<file path="config.mk">
export PLATFORM = sky130hd
export DESIGN_NAME = bird_motion_ctrl
export DESIGN_NICKNAME = d
export VERILOG_FILES = /design/src/rtl/flab_pkg.sv /design/src/rtl/bird_fall_timer.sv /design/src/rtl/bird_motion_ctrl.sv
export SDC_FILE = /design/constraint.sdc
export NUM_CORES = 1
export LEC_CHECK = 0
export CAP_MARGIN = 5
export CELL_PAD_IN_SITES_DETAIL_PLACEMENT = 0
export CELL_PAD_IN_SITES_GLOBAL_PLACEMENT = 1
export CORE_MARGIN = 2
export CORE_UTILIZATION = 38
export DETAILED_ROUTE_END_ITERATION = 8
export PLACE_DENSITY_LB_ADDON = 0.1
export SLEW_MARGIN = 5
export SYNTH_ARGS = -nofsm -noshare
export SYNTH_HDL_FRONTEND = slang
export SYNTH_SLANG_ARGS = --single-unit
</file>
<file path="constraint.sdc">
create_clock -name clk -period 2.5 [get_ports clk]
set_input_delay 0.5 -clock clk [delete_from_list [all_inputs] [get_ports clk]]
set_output_delay 0.5 -clock clk [all_outputs]
set_load 0.05 [all_outputs]
</file>
<file path="src/rtl/flab_pkg.sv">
// Shared types and helpers for the FLAB 8x8 bird game logic.
package flab_pkg;

  typedef enum logic [1:0] {IDLE, RISE, FALL, DEAD} bird_state_t;

  localparam int ROWS  = 8;
  localparam int ROW_W = $clog2(ROWS);

  function automatic logic [ROWS-1:0] row_onehot(input logic [ROW_W-1:0] r);
    logic [ROWS-1:0] one;
    one = {{(ROWS-1){1'b0}}, 1'b1};
    return one << r;
  endfunction

endpackage

</file>
<file path="src/rtl/bird_fall_timer.sv">
// Modulo-FALL_DIV tick counter for gravity; step is high on the count that moves the bird down.
module bird_fall_timer #(
  parameter int FALL_DIV = 2
) (
  input  logic clk,
  input  logic rst_n,
  input  logic clr,
  input  logic en,
  output logic step
);

  localparam int CW = (FALL_DIV > 1) ? $clog2(FALL_DIV) : 1;
  localparam logic [CW-1:0] LAST = CW'(FALL_DIV - 1);

  logic [CW-1:0] cnt_q;

  assign step = (cnt_q == LAST);

  always_ff @(posedge clk) begin
    if (!rst_n || clr) begin
      cnt_q <= '0;
    end else if (en) begin
      cnt_q <= step ? '0 : cnt_q + CW'(1);
    end
  end

endmodule

</file>
<file path="src/rtl/bird_motion_ctrl.sv">
// Bird row physics and alive/dead state for the FLAB matrix.
// Optional build macro BIRD_CEILING_KILL_EN makes climbing past row 7 lethal.
module bird_motion_ctrl
  import flab_pkg::*;
#(
  parameter int RISE_TICKS = 2,
  parameter int FALL_DIV   = 2,
  parameter int START_ROW  = 4
) (
  input  logic            clk,
  input  logic            rst_n,
  input  logic            tick,
  input  logic            start,
  input  logic            push,
  input  logic            collide,
  output logic [ROWS-1:0] bird_head,
  output logic [ROWS-1:0] bird_tail,
  output logic            alive,
  output logic            game_over
);

  localparam int RC_W = (RISE_TICKS > 1) ? $clog2(RISE_TICKS) : 1;
  localparam logic [RC_W-1:0]  RISE_LAST = RC_W'(RISE_TICKS - 1);
  localparam logic [ROW_W-1:0] ROW_TOP   = ROW_W'(ROWS - 1);
  localparam logic [ROW_W-1:0] ROW_START = ROW_W'(START_ROW);

  bird_state_t      state_q;
  logic [ROW_W-1:0] row_q;
  logic [RC_W-1:0]  rise_cnt_q;
  logic             push_pend_q;
  logic [ROWS-1:0]  head_q;
  logic [ROWS-1:0]  tail_q;
  logic             alive_q;
  logic             game_over_q;

  logic             in_play;
  logic             flap;
  logic             up_now;
  logic             ceil_kill;
  logic [ROW_W-1:0] row_up;
  logic             fall_step;
  logic             fall_en;

  assign in_play = (state_q == RISE) || (state_q == FALL);
  // A push arriving in the same clk as the tick is honoured by that tick.
  assign flap    = push_pend_q || push;
  assign up_now  = flap || ((state_q == RISE) && (rise_cnt_q != '0));
  assign row_up  = (row_q == ROW_TOP) ? row_q : row_q + ROW_W'(1);
  assign fall_en = tick && (state_q == FALL) && !flap && !collide;

`ifdef BIRD_CEILING_KILL_EN
  assign ceil_kill = (row_q == ROW_TOP);
`else
  assign ceil_kill = 1'b0;
`endif

  // Counter only runs in FALL, so every entry into FALL starts from zero.
  bird_fall_timer #(.FALL_DIV(FALL_DIV)) u_fall_timer (
    .clk   (clk),
    .rst_n (rst_n),
    .clr   (state_q != FALL),
    .en    (fall_en),
    .step  (fall_step)
  );

  always_ff @(posedge clk) begin
    if (!rst_n) begin
      state_q     <= IDLE;
      row_q       <= ROW_START;
      rise_cnt_q  <= '0;
      push_pend_q <= 1'b0;
      head_q      <= row_onehot(ROW_START);
      tail_q      <= row_onehot(ROW_START);
      alive_q     <= 1'b0;
      game_over_q <= 1'b0;
    end else begin
      unique case (state_q)
        IDLE, DEAD: begin
          push_pend_q <= 1'b0;
          if (start) begin
            state_q     <= FALL;
            row_q       <= ROW_START;
            rise_cnt_q  <= '0;
            head_q      <= row_onehot(ROW_START);
            tail_q      <= row_onehot(ROW_START);
            alive_q     <= 1'b1;
            game_over_q <= 1'b0;
          end
        end
        RISE, FALL: begin
          if (collide) begin
            state_q     <= DEAD;
            push_pend_q <= 1'b0;
            alive_q     <= 1'b0;
            game_over_q <= 1'b1;
          end else if (tick) begin
            push_pend_q <= 1'b0;
            tail_q      <= head_q;
            if (up_now) begin
              if (ceil_kill) begin
                state_q     <= DEAD;
                alive_q     <= 1'b0;
                game_over_q <= 1'b1;
              end else begin
                state_q    <= RISE;
                row_q      <= row_up;
                head_q     <= row_onehot(row_up);
                rise_cnt_q <= flap ? RISE_LAST : rise_cnt_q - RC_W'(1);
              end
            end else if (state_q == RISE) begin
              state_q <= FALL;
            end else if (fall_step) begin
              if (row_q == '0) begin
                state_q     <= DEAD;
                alive_q     <= 1'b0;
                game_over_q <= 1'b1;
              end else begin
                row_q  <= row_q - ROW_W'(1);
                head_q <= row_onehot(row_q - ROW_W'(1));
              end
            end
          end else if (push) begin
            push_pend_q <= 1'b1;
          end
        end
        default: state_q <= IDLE;
      endcase
    end
  end

  assign bird_head = head_q;
  assign bird_tail = tail_q;
  assign alive     = alive_q;
  assign game_over = game_over_q;

endmodule

</file>
# == Word-level counts from Yosys, hierarchy flattened ==
# Cells that the tools add are included.
# op_classes
n_eq_ne,20
reduce_logical,19
mul,0
bitwise,0
addsub,4
mux,54
magnitude_cmp,0
shifts,2
div_mod_pow,0
# ops
operator,n
2-to-1 mux 8 bit,9
one-hot mux 8 bit (2 select lines),2
2-to-1 mux 3 bit,8
2-to-1 mux 1 bit,22
inequality test 3 bit (second input constant),6
<< shifter 1 x 3 -> 8 bit (first input constant),2
2-to-1 mux 2 bit,7
AND reduction 6 bit,2
inequality test 2 bit (second input constant),5
one-hot mux 1 bit (2 select lines),4
AND reduction 4 bit,2
inequality test 3 x 2 -> 1 bit (second input constant),2
one-hot mux 3 bit (2 select lines),1
inequality test 5 x 4 -> 1 bit (second input constant),1
inequality test 5 bit (second input constant),1
equality test 2 bit (second input constant),2
logical AND 1 bit,4
inequality test 4 bit (second input constant),1
one-hot mux 2 bit (2 select lines),1
OR reduction 2 bit,2
adder 3 x 1 -> 3 bit (second input constant),1
equality test 3 bit (second input constant),1
logical NOT 1 bit,3
logical NOT 3 bit,1
7 further kinds,9
# word_totals
latch_bits,0
romBits,0
ram_bits,0
elab_cells,108
ff_bits,26
n_memories,0

# == Longest topological paths before layout ==
# Gate-level depths: netlist of run 1.
# depth
word_depth,9
mapped_depth,9
mapped_depth_nobuf,7

# == By module ==
# From an unflattened synthesis of run 1, not the netlist that was laid out.
# unflattened
hier_cells,147
hier_area_um2,1301.2
# by_module_without_submodules
module,area_per_inst_um2,seq_area_each_um2,cells_per_inst,n_inst
bird_motion_ctrl,1260.0,500.5,144,1
bird_fall_timer,41.3,20.0,3,1

# == Worst setup path after synthesis of run 1 ==
# OpenSTA, ideal clock, no wires.
# synth_path
path_type,register to register
from,reg row_q[0]
to,reg head_q[2] (netlist: bird_head[2])
synth_period_minus_slack_ns,1.963
setup_ns,0.128
arrival_time_ns,1.835
path_buffers,1
slack_ns,0.537
path_stages_with_launch,9
cell_sequence,dfxtp_1 > clkbuf_1 > inv_1 > ha_1 > a21bo_2 > a21oi_1 > o21a_1 > a32oi_1 > nor2_1
# synth_between
elab_chain_cells,9
elab_cells_between_ends,16
classes_between,2 x add/sub; 2 x eq/ne; 2 x shift; 8 x mux; 2 x reduce/logical
# synth_rtl
element,line,rtl
from (decl),bird_motion_ctrl.sv:28,logic [ROW_W-1:0] row_q;
from (signal assigned),bird_motion_ctrl.sv:106,row_q <= row_up;
from (signal assigned),bird_motion_ctrl.sv:118,row_q <= row_q - ROW_W'(1);
subtractor 3 x 1 -> 3 bit,bird_motion_ctrl.sv:119,head_q <= row_onehot(row_q - ROW_W'(1));
<< shifter 1 x 3 -> 8 bit,flab_pkg.sv:12,return one << r;
2-to-1 mux 8 bit,bird_motion_ctrl.sv:113,if (row_q == '0) begin
2-to-1 mux 8 bit,bird_motion_ctrl.sv:112,end else if (fall_step) begin
2-to-1 mux 8 bit,bird_motion_ctrl.sv:110,end else if (state_q == RISE) begin
2-to-1 mux 8 bit,bird_motion_ctrl.sv:99,if (up_now) begin
2-to-1 mux 8 bit,bird_motion_ctrl.sv:96,end else if (tick) begin
2-to-1 mux 8 bit,bird_motion_ctrl.sv:91,if (collide) begin
one-hot mux 8 bit (2 select lines),bird_motion_ctrl.sv:77,unique case (state_q)
to (signal assigned),bird_motion_ctrl.sv:72,head_q <= row_onehot(ROW_START);
to (signal assigned),bird_motion_ctrl.sv:84,head_q <= row_onehot(ROW_START);
to (signal assigned),bird_motion_ctrl.sv:107,head_q <= row_onehot(row_up);
to (decl),bird_motion_ctrl.sv:31,logic [ROWS-1:0] head_q;
# Several ways; a longest one is shown, not always the timed one. The select of a mux whose other input is x is not followed.
# A chain may end at the register's enable or synchronous reset.

# == Worst setup path after layout of run 1 ==
# layout_path
from,reg state_q[0]
to,reg head_q[3] (netlist: bird_head[3])
# layout_between
elab_chain_cells,7
elab_cells_between_ends,19
classes_between,9 x eq/ne; 4 x mux; 6 x reduce/logical
# layout_rtl
element,line,rtl
from (decl),bird_motion_ctrl.sv:27,bird_state_t state_q;
from (signal assigned),bird_motion_ctrl.sv:68,state_q <= IDLE;
from (signal assigned),bird_motion_ctrl.sv:81,state_q <= FALL;
from (signal assigned),bird_motion_ctrl.sv:92,state_q <= DEAD;
equality test 2 x 1 -> 1 bit,"bird_motion_ctrl.sv:47, bird_motion_ctrl.sv:77, bird_motion_ctrl.sv:110",
logical AND 1 bit,bird_motion_ctrl.sv:47,assign up_now = flap || ((state_q == RISE) && (rise_cnt_q != '0));
logical OR 1 bit,bird_motion_ctrl.sv:47,
2-to-1 mux 8 bit,bird_motion_ctrl.sv:99,
2-to-1 mux 8 bit,bird_motion_ctrl.sv:96,
2-to-1 mux 8 bit,bird_motion_ctrl.sv:91,
one-hot mux 8 bit (2 select lines),bird_motion_ctrl.sv:77,
# Several ways; a longest one is shown, not always the timed one. The select of a mux whose other input is x is not followed.

==> run summary, run 1 <==
Outcome: finished clean
Pre-CTS setup slack: 0.0895 ns
Asr flop ratio synth: 0%
Post-CTS Setup Bufs: 0
Mapped cell area: 0.00135 sq mm
Worst-margin pin slew: 0.728 ns
TritonCTS clock tree: done
Slowest-stage cell, CP: nor3b_1
Final setup TNS: 0 ns
Adder-cell share of the synthesized area: 5.56%
HP Class: flip-flop to flip-flop
Syn Inst Count: 153
Synth Net Count: 165
Largest net degree at the start of global routing: 16
Drt total wl: 3.34 mm
Fraction of layout cells with a size suffix above 1: 11.4%
Xor-xnor portion of the synthesized cell area: 1.30%
Yosys reg bits: 26
Clock root cell: clkbuf_4
Crit path DAT: 2.39 ns
Setup Crit Path Kind: flip-flop to flip-flop
Fin Hold WS: 0.490 ns
CTS Sinks: 26
RSZ-0062 raised after global routing: false
Worst-Skew Late Latency: 0.33 ns
Placed cell count: 226
WL/cell: 14.5 microns
H-tree levels: 1
Peak Freq: 0.466 GHz
Total grt overflow: 0
CTS Hold Bufs: 0
Vias in the first global route: 1195
Post-synthesis mux area share: 3.34%
Gr busiest metal: met2
DR iter-0 viols: 84
Longest Clk Path Bufs: 2
Sequential power share: 33.8%
Internal power: 0.000913 W
Startpoint types: flip-flop
Initial core utilization: 40.1%
# rows: 21
Post-Layout Cell Count: 230
Sw frac: 40.2%
Initial antenna violation count: 0
CTS buffer count: 3
Clk slew on worst S/H paths: 0.15 ns
Layout area overhead: 29.0%
Die Y: 63.6 microns
Met2 usage: 27.0%
Worst-path cell chain: inv_1 -> ha_1 -> nor3b_1 -> nand2b_1 -> o21ai_2 -> buf_4 -> a32oi_1 -> nor2_1
Crit path max fanout: 9
Maximum vdd ir drop: 0.407 mV
Min-Delay Path Depth: 2
Final Hold Violating Endpoints: 0
Met3 Use GR: 2.32%
Core ar.: 0.00336 sq mm
Main combinational cell family by area after synthesis: compound AO/OA/AOI/OAI gates
Final Wtd Congestion: 0.843
Total number of vias: 1246
Final period util: 85.8%
Pleak: 0.641 nW
Net switching power: 0.000614 W
Skew final: 0.00188 ns
Syn avg cell area: 8.82 sq um
Slew Viols, Final: 0
Comb pwr share: 46.6%
Final core utilization: 51.8%
DR DRC count: 0
Max-cap violations: 0
# diodes: 0
First-pass GRT wire length: 5.66 mm
Final worst setup slack: 0.356 ns
Die area: 0.00405 sq mm
Required @ worst endpoint: 2.74 ns
DRT Pass-1 Iters: 4
Sequential fraction of the synthesis area: 38.6%
Via density per instance: 5.42
Crit path time final: 2.14 ns
Slew HR: 51.5%
Max incr delay on CP: 0.47 ns
EDFF count, synth: 0
Worst reg-to-reg path cell count: 8
Critical path endpoint category: flip-flop
PD cells: 877 mW/mm^2
Synth Area in Simple Gates: 21.4%
Resize count post-CTS: 0
Compound-Gate Fraction of Synth Area: 25.3%
GRT Overall Usage: 17.6%
Final #Nets: 197
Cell variety after synth: 45
M1 GR Usage: 24.9%
Ys flop type: dfxtp_1
Antenna Nets Post-Route: 0
Top Ports: 24
Clk pwr share: 19.6%
Port Buffers: 23
Synth warnings: 0
Final HPWL DP: 2.48 mm
Die Width: 63.6 microns
Final setup violation count: 0
state kept, by name, indices dropped and copies added (netlist names):
| register | count |
|---|---|
| alive | 1 |
| bird_head | 8 |
| bird_tail | 8 |
| game_over | 1 |
| push_pend_q | 1 |
| rise_cnt_q | 1 |
| row_q | 3 |
| state_q | 2 |
| u_fall_timer.step | 1 |
layout by cell type (no fill, tap or decap), types with 3 or more instances in the layout:
cell type	n
buf_4	11
a32oi_1	4
a22oi_1	8
nor2_1	20
ha_1	6
clkbuf_4	3
nand3_1	3
inv_1	8
a21oi_1	11
o21ai_0	4
nand2b_1	3
nand2_1	9
dfxtp_1	26
nand3b_1	5
mux2i_1	3
clkdlybuf4s50_1	23
final timing paths:
check	end	start	slack [ns]
worst max register to register	bird_head[3]$_SDFFE_PN0P_	state_q[0]$_SDFFE_PN0P_	0.36
worst min register to register	alive$_SDFFE_PN0P_	alive$_SDFFE_PN0P_	0.49
worst max-delay path	bird_head[3]$_SDFFE_PN0P_	state_q[0]$_SDFFE_PN0P_	0.36
worst min-delay path	alive$_SDFFE_PN0P_	alive$_SDFFE_PN0P_	0.49
power groups by stage:
stage	Combinational [W]	Sequential, W	Clock [W]
finish	0.000711	0.000517	0.000299
global route	0.000772	0.000527	0.000326
CTS	0.000712	0.000517	0.000306
detailed placement	0.000709	0.000526	0
global placement	0.000700	0.000522	0
floorplan	0.000440	0.000583	0
logic make-up (layout without fill, tap and decap cells):
kind of cell               after synthesis  count (layout)
AOI/OAI and AO/OA                       45              45
xor gates and xnor gates                 2               2
adders and majority gates                6               6
buffers and inverters                   15              46
DFF                                     26              26
muxes                                    4               4
and+or+nand+nor                         55              55
through the flow:
stage               power (W)  area [sq um]
finish                0.00153          1740
CTS                   0.00153          1740
floorplan             0.00102          1350
global placement      0.00122          1690
detailed placement    0.00124          1690
global route          0.00163          1740
critical path, delay by kind of cell, from the launching register on:
| family | cells | cell delay, ns |
|---|---|---|
| buf+inv | 2 | 0.26 |
| fa+ha+maj | 1 | 0.31 |
| simple gates | 3 | 0.75 |
| flops | 1 | 0.43 |
| compound gates | 2 | 0.31 |
layer usage:
layer	vias up	wire, microns
li1	617	-
met1	582	1620
met2	41	1480
met3	6	204
met4	0	44
met5	-	0
cell type report:
cell class | count | area [sq um]
timing repair buffer | 34 | 313
multi-input combinational | 112 | 768
clock inverter | 1 | 30.0
tap | 46 | 57.6
inverter | 8 | 30.0
fill | 342 | 1620
clock buffer | 3 | 22.5
sequential | 26 | 520
Yosys cell counts (all sizes together) (2+ instances only):
| cell | n | area share (%) |
|---|---|---|
| nor4b | 2 | 1.3 |
| xnor2 | 2 | 1.3 |
| a21oi | 11 | 4.1 |
| a211oi | 2 | 2.4 |
| nand3b | 5 | 2.8 |
| nor3 | 2 | 0.74 |
| inv | 8 | 2.2 |
| a2bb2oi | 2 | 1.3 |
| mux2i | 3 | 2.2 |
| buf | 2 | 0.93 |
| ha | 6 | 5.6 |
| clkbuf | 5 | 1.4 |
| dfxtp | 26 | 39 |
| nand3 | 3 | 1.1 |
| nand2b | 3 | 1.4 |
| nor2 | 20 | 5.6 |
| a32oi | 4 | 2.6 |
| nor2b | 2 | 0.93 |
| nand2 | 9 | 2.5 |
| a22oi | 8 | 4.4 |
| o21ai | 6 | 2.5 |
| nor3b | 2 | 1.1 |
| o211ai | 2 | 1.1 |
Note: power is estimated with default switching activity, not from simulation.
==> run 2, diff against run 1 <==
--- a/config.mk
+++ b/config.mk
@@ -11,3 +11,3 @@
 export CORE_MARGIN = 2
-export CORE_UTILIZATION = 38
+export CORE_UTILIZATION = 35
 export DETAILED_ROUTE_END_ITERATION = 8
==> constraint.sdc (replaced) <==
create_clock -name clk -period 1.7 [get_ports clk]
set_input_delay 0.51 -clock clk [delete_from_list [all_inputs] [get_ports clk]]
set_output_delay 0.51 -clock clk [all_outputs]
set_load 0.05 [all_outputs]
==> run summary, run 2 (synthesis gave the netlist of run 1 again) <==
Via density per instance: 5.34
Maximum vdd ir drop: 0.985 mV
Max incr delay on CP: 0.36 ns
PD cells: 1280 mW/mm^2
Initial antenna violation count: 0
Final worst setup slack: -0.151 ns
Total grt overflow: 0
DRT Pass-1 Iters: 4
Slew Viols, Final: 0
Failing checks: negative setup slack
# rows: 22
Post-Layout Cell Count: 261
Final period util: 109%
Total number of vias: 1395
Clk slew on worst S/H paths: 0.10 ns
Pleak: 0.932 nW
Internal power: 0.00191 W
Slew HR: 74.6%
Final Wtd Congestion: 0.927
Setup Crit Path Kind: flip-flop to flip-flop
# diodes: 0
Storage cell area: 528 sq um
CTS Hold Bufs: 0
HP Class: flip-flop to flip-flop
Outcome: finished with violations
Top Ports: 24
Port Buffers: 23
Antenna Nets Post-Route: 0
Fin Hold WS: 0.520 ns
Die area: 0.00437 sq mm
Core ar.: 0.00369 sq mm
GRT Overall Usage: 18.5%
Skew final: 0.0132 ns
Clk pwr share: 16.8%
Final setup TNS: -0.788 ns
Sequential power share: 25.6%
Largest net degree at the start of global routing: 16
Drt total wl: 4.02 mm
Final setup violation count: 11
TritonCTS clock tree: done
Worst-margin pin slew: 0.376 ns
Initial core utilization: 36.6%
Crit path max fanout: 5
Die Width: 66.1 microns
Net switching power: 0.00115 W
Startpoint types: flip-flop
Critical path endpoint category: flip-flop
Slowest-stage cell, CP: a211o_4
Final HPWL DP: 2.75 mm
Fraction of layout cells with a size suffix above 1: 46.9%
Required @ worst endpoint: 1.87 ns
DR iter-0 viols: 102
Worst-Skew Late Latency: 0.27 ns
Final Hold Violating Endpoints: 0
WL/cell: 15.4 microns
Area of the multi-input gates: 965 sq um
Sw frac: 37.6%
Crit path time final: 1.85 ns
CTS Sinks: 26
Clock root cell: clkbuf_8
Layout area overhead: 76.8%
Worst-path cell chain: inv_2 -> ha_4 -> a211o_4 -> and3_4 -> a211oi_2 -> a21oi_1 -> o41a_1
Leading cell type in the layout, fill and taps excluded: buf_4
H-tree levels: 1
Power consumption: 0.00306 W
RSZ-0062 raised after global routing: true
Die Y: 66.1 microns
Peak Freq: 0.540 GHz
Final #Nets: 226
Longest Clk Path Bufs: 2
Most frequent cells in the layout: 36 x buf_4, 22 x dfxtp_1, 19 x buf_12
DR DRC count: 0
Placed cell count: 246
Pre-CTS setup slack: -0.658 ns
CTS buffer count: 3
Comb pwr share: 57.7%
Vias in the first global route: 1354
Max-cap violations: 0
First-pass GRT wire length: 6.29 mm
Filler cells: 296
Crit path DAT: 2.02 ns
## run 2: changes by cell type in the layout (fill, tap and decap cells not counted), sizes merged
| cell | delta |
|---|---|
| buf | +47 |
| clkdlybuf4s50 | -19 |
| dlygate4sd2 | +1 |
## run 2: through the flow
stage	cell area [sq um]	util, %
after floorplan	1390	-
after CTS	2250	61.1
after global routing	2390	64.7
final	2390	64.7
after detailed placement	2040	55.2
after global placement	2040	55.2
## run 2: layout make-up
class,instances,area share [%]
sequential,26,22.1
tap,48,2.52
inverter,8,1.26
clock buffer,3,1.73
multi-input combinational,112,40.4
clock inverter,1,1.26
timing repair buffer,63,30.7
## run 2: power by group through the flow
| stage | clock (W) | combinational [W] | sequential (W) |
|---|---|---|---|
| after floorplan | 0 | 0.000699 | 0.000869 |
| after global placement | 0 | 0.00128 | 0.000786 |
| after detailed placement | 0 | 0.00130 | 0.000789 |
| after CTS | 0.000531 | 0.00154 | 0.000772 |
| after global routing | 0.000550 | 0.00188 | 0.000790 |
| final | 0.000513 | 0.00176 | 0.000782 |
## run 2: what timing repair did
action,CTS,global route
setup endpoints to repair,24,16
pin swaps,10,12
setup buffers,5,6
gates cloned,0,0
endpoints found under the hold margin,0,0
resized for setup,21,23
## run 2: path summary, 6_finish.rpt
kind	slack (ns)	cells past startpoint	end	from
setup / recovery	-0.15	7	bird_head[4]$_SDFFE_PN1P_	state_q[1]$_SDFFE_PN0P_
hold / removal	0.52	2	alive$_SDFFE_PN0P_	alive$_SDFFE_PN0P_
setup reg to reg	-0.15	7	bird_head[4]$_SDFFE_PN1P_	state_q[1]$_SDFFE_PN0P_
hold reg to reg	0.52	2	alive$_SDFFE_PN0P_	alive$_SDFFE_PN0P_
## run 2: routing by layer
layer	global-route usage [%]	vias up	wire (microns)
li1	-	675	-
met1	23.1	679	1700
met2	31.8	39	2150
met3	3.92	2	156
met4	5.61	0	17
met5	0	-	0
## run 2: critical path: cells and delay by family (launching register included)
family / cells / cell delay [ns]
AND/OR/NAND/NOR: 1 / 0.20
adder cells (fa/ha/maj): 1 / 0.18
flip-flops: 1 / 0.34
buffers and inverters: 1 / 0.05
AO/OA/AOI/OAI: 4 / 0.99
==> run 3, diff against run 2 <==
CELL_PAD_IN_SITES_DETAIL_PLACEMENT = not set   (was 0)
CELL_PAD_IN_SITES_GLOBAL_PLACEMENT = not set   (was 1)
CORE_UTILIZATION = 46   (was 35)
PLACE_DENSITY = 0.74   (was not set)
PLACE_DENSITY_LB_ADDON = not set   (was 0.1)
==> run summary, run 3 (synthesis gave the netlist of run 1 again) <==
M1 GR Usage: 34.8%
Sequential power share: 25.6%
Met3 Use GR: 3.57%
GRT Overall Usage: 28.4%
Peak Freq: 0.522 GHz
WHS Endpoint: row_q[1]$_SDFFE_PN0P_
Final core utilization: 84.8%
Drt total wl: 5.36 mm
Placed cell areas: 0.00199 sq mm
DR DRC count: 0
DR iter-0 viols: 158
Pre-CTS setup slack: -0.695 ns
Die Width: 58.2 microns
WL/cell: 22.4 microns
Final setup violation count: 14
Slew Viols, Final: 0
Outcome: finished with violations
Port Buffers: 23
Final Hold Violating Endpoints: 0
DRT Pass-1 Iters: 5
Sw frac: 41.9%
Clk pwr share: 14.3%
First-pass GRT wire length: 7.38 mm
Worst reg-to-reg path cell count: 7
Crit path DAT: 2.16 ns
Antenna Nets Post-Route: 0
CTS buffer count: 3
Largest net degree at the start of global routing: 21
R2r setup slk: -0.21 ns
Internal power: 0.00181 W
Gr busiest metal: met2
Via density per instance: 6.29
Final HPWL DP: 2.78 mm
Met2 usage: 50.8%
Min-Delay Path Depth: 2
Layout area overhead: 74.7%
Final Wtd Congestion: 0.898
CTS Sinks: 26
Vias in the first global route: 1528
RSZ-0062 raised after global routing: true
Crit path max fanout: 4
Final period util: 113%
Most frequent cells in the layout: 27 x buf_4, 22 x dfxtp_1, 19 x nor2_1, 19 x buf_12, 9 x nand2_1
Core ar.: 0.00278 sq mm
Clock root cell: clkbuf_4
Crit path time final: 1.91 ns
Startpoint types: flip-flop
Comb pwr share: 60.0%
R2R Path End: bird_head[4]$_SDFFE_PN1P_
Required @ worst endpoint: 1.95 ns
Power consumption: 0.00311 W
H-tree levels: 1
Filler cells: 120
Total number of vias: 1504
Leading cell type in the layout, fill and taps excluded: buf_4
Failing checks: negative setup slack
Final setup TNS: -1.77 ns
TritonCTS clock tree: done
Initial antenna violation count: 0
Setup Crit Path Kind: flip-flop to flip-flop
Die Y: 58.2 microns
Worst-Skew Late Latency: 0.35 ns
Final worst setup slack: -0.215 ns
FF-to-FF Start: state_q[1]$_SDFFE_PN0P_
Pleak: 0.907 nW
Maximum vdd ir drop: 1.29 mV
Longest Clk Path Bufs: 2
Total grt overflow: 0
Die area: 0.00338 sq mm
Net switching power: 0.00130 W
Fraction of layout cells with a size suffix above 1: 47.6%
Critical path endpoint category: flip-flop
Max-cap violations: 0
Skew final: 0.00216 ns
Clk slew on worst S/H paths: 0.15 ns
Slew HR: 67.7%
Hold_sp: row_q[1]$_SDFFE_PN0P_
Worst-margin pin slew: 0.477 ns
Initial core utilization: 48.5%
Final #Nets: 221
HP Class: flip-flop to flip-flop
Top Ports: 24
Post-route design area: 0.00236 sq mm
# diodes: 0
# rows: 19
PD cells: 1320 mW/mm^2
==> run 3: cell count changes in the layout (fill, tap and decap cells not counted), moves of 3 or more <==
cell / delta
buf_4: -9
clkbuf_4: +3
clkbuf_8: -3
o21ai_1: -3
==> run 3: metal layers <==
| layer | wire, microns | up-vias | share of wire (%) |
|---|---|---|---|
| met2 | 2760 | 104 | 51 |
| met5 | 0 | - | 0 |
| met3 | 417 | 19 | 7.8 |
| met1 | 2030 | 714 | 38 |
| li1 | - | 667 | - |
| met4 | 160 | 0 | 3.0 |
==> run 3: worst max-delay path: stages, from the launching register on <==
cell and delay [ns]:
dfxtp_2 0.37, inv_2 0.05, ha_4 0.18, a211o_4 0.37
and3_4 0.20, a211oi_4 0.24, a21oi_1 0.07, o41a_1 0.33
==> run 3: worst max-delay path by stage <==
stage                           endpoint                    start  slack (ns)
6_report       bird_head[4]$_SDFFE_PN1P_  state_q[1]$_SDFFE_PN0P_       -0.21
2_1_floorplan    state_q[1]$_SDFFE_PN0P_  state_q[0]$_SDFFE_PN0P_       -0.07
4_1_cts        bird_head[4]$_SDFFE_PN1P_  state_q[1]$_SDFFE_PN0P_       -0.12
3_3_place_gp      game_over$_SDFFE_PN0P_                     push       -0.57
5_1_grt        bird_head[4]$_SDFFE_PN1P_  state_q[1]$_SDFFE_PN0P_       -0.25
3_5_place_dp   bird_head[7]$_SDFFE_PN0P_                     push       -0.70
==> run 3: cell type report <==
type,instances,area [sq um],area share [%]
Clock buffer,3,22.5,0.955
Multi-Input combinational cell,112,1000,42.5
Tap cell,31,38.8,1.64
Timing Repair Buffer,58,708,30.0
Inverter,8,30.0,1.27
Clock inverter,1,30.0,1.27
Sequential cell,26,526,22.3
==> run 3: power by group through the flow <==
stage	registers [W]	clock network [W]	logic, W
floorplan	0.000869	0	0.000699
global placement	0.000791	0	0.00121
detailed placement	0.000794	0	0.00125
CTS	0.000777	0.000425	0.00154
global route	0.000805	0.000477	0.00195
finish	0.000798	0.000446	0.00187
==> run 3: metrics by stage <==
stage / instances / hold WS (ns)
after floorplan: 153 / 0.472
after global placement: 224 / 0.504
after detailed placement: 224 / 0.503
after CTS: 238 / 0.539
after global routing: 239 / 0.575
final: 239 / 0.552
==> run 3: timing repair <==
item | in CTS | in global routing
setup endpoints to repair | 23 | 18
buffers inserted | 9 | 2
resized for setup | 22 | 26
gates cloned | 1 | 0
hold buffers | 0 | 0
pin swaps | 11 | 15
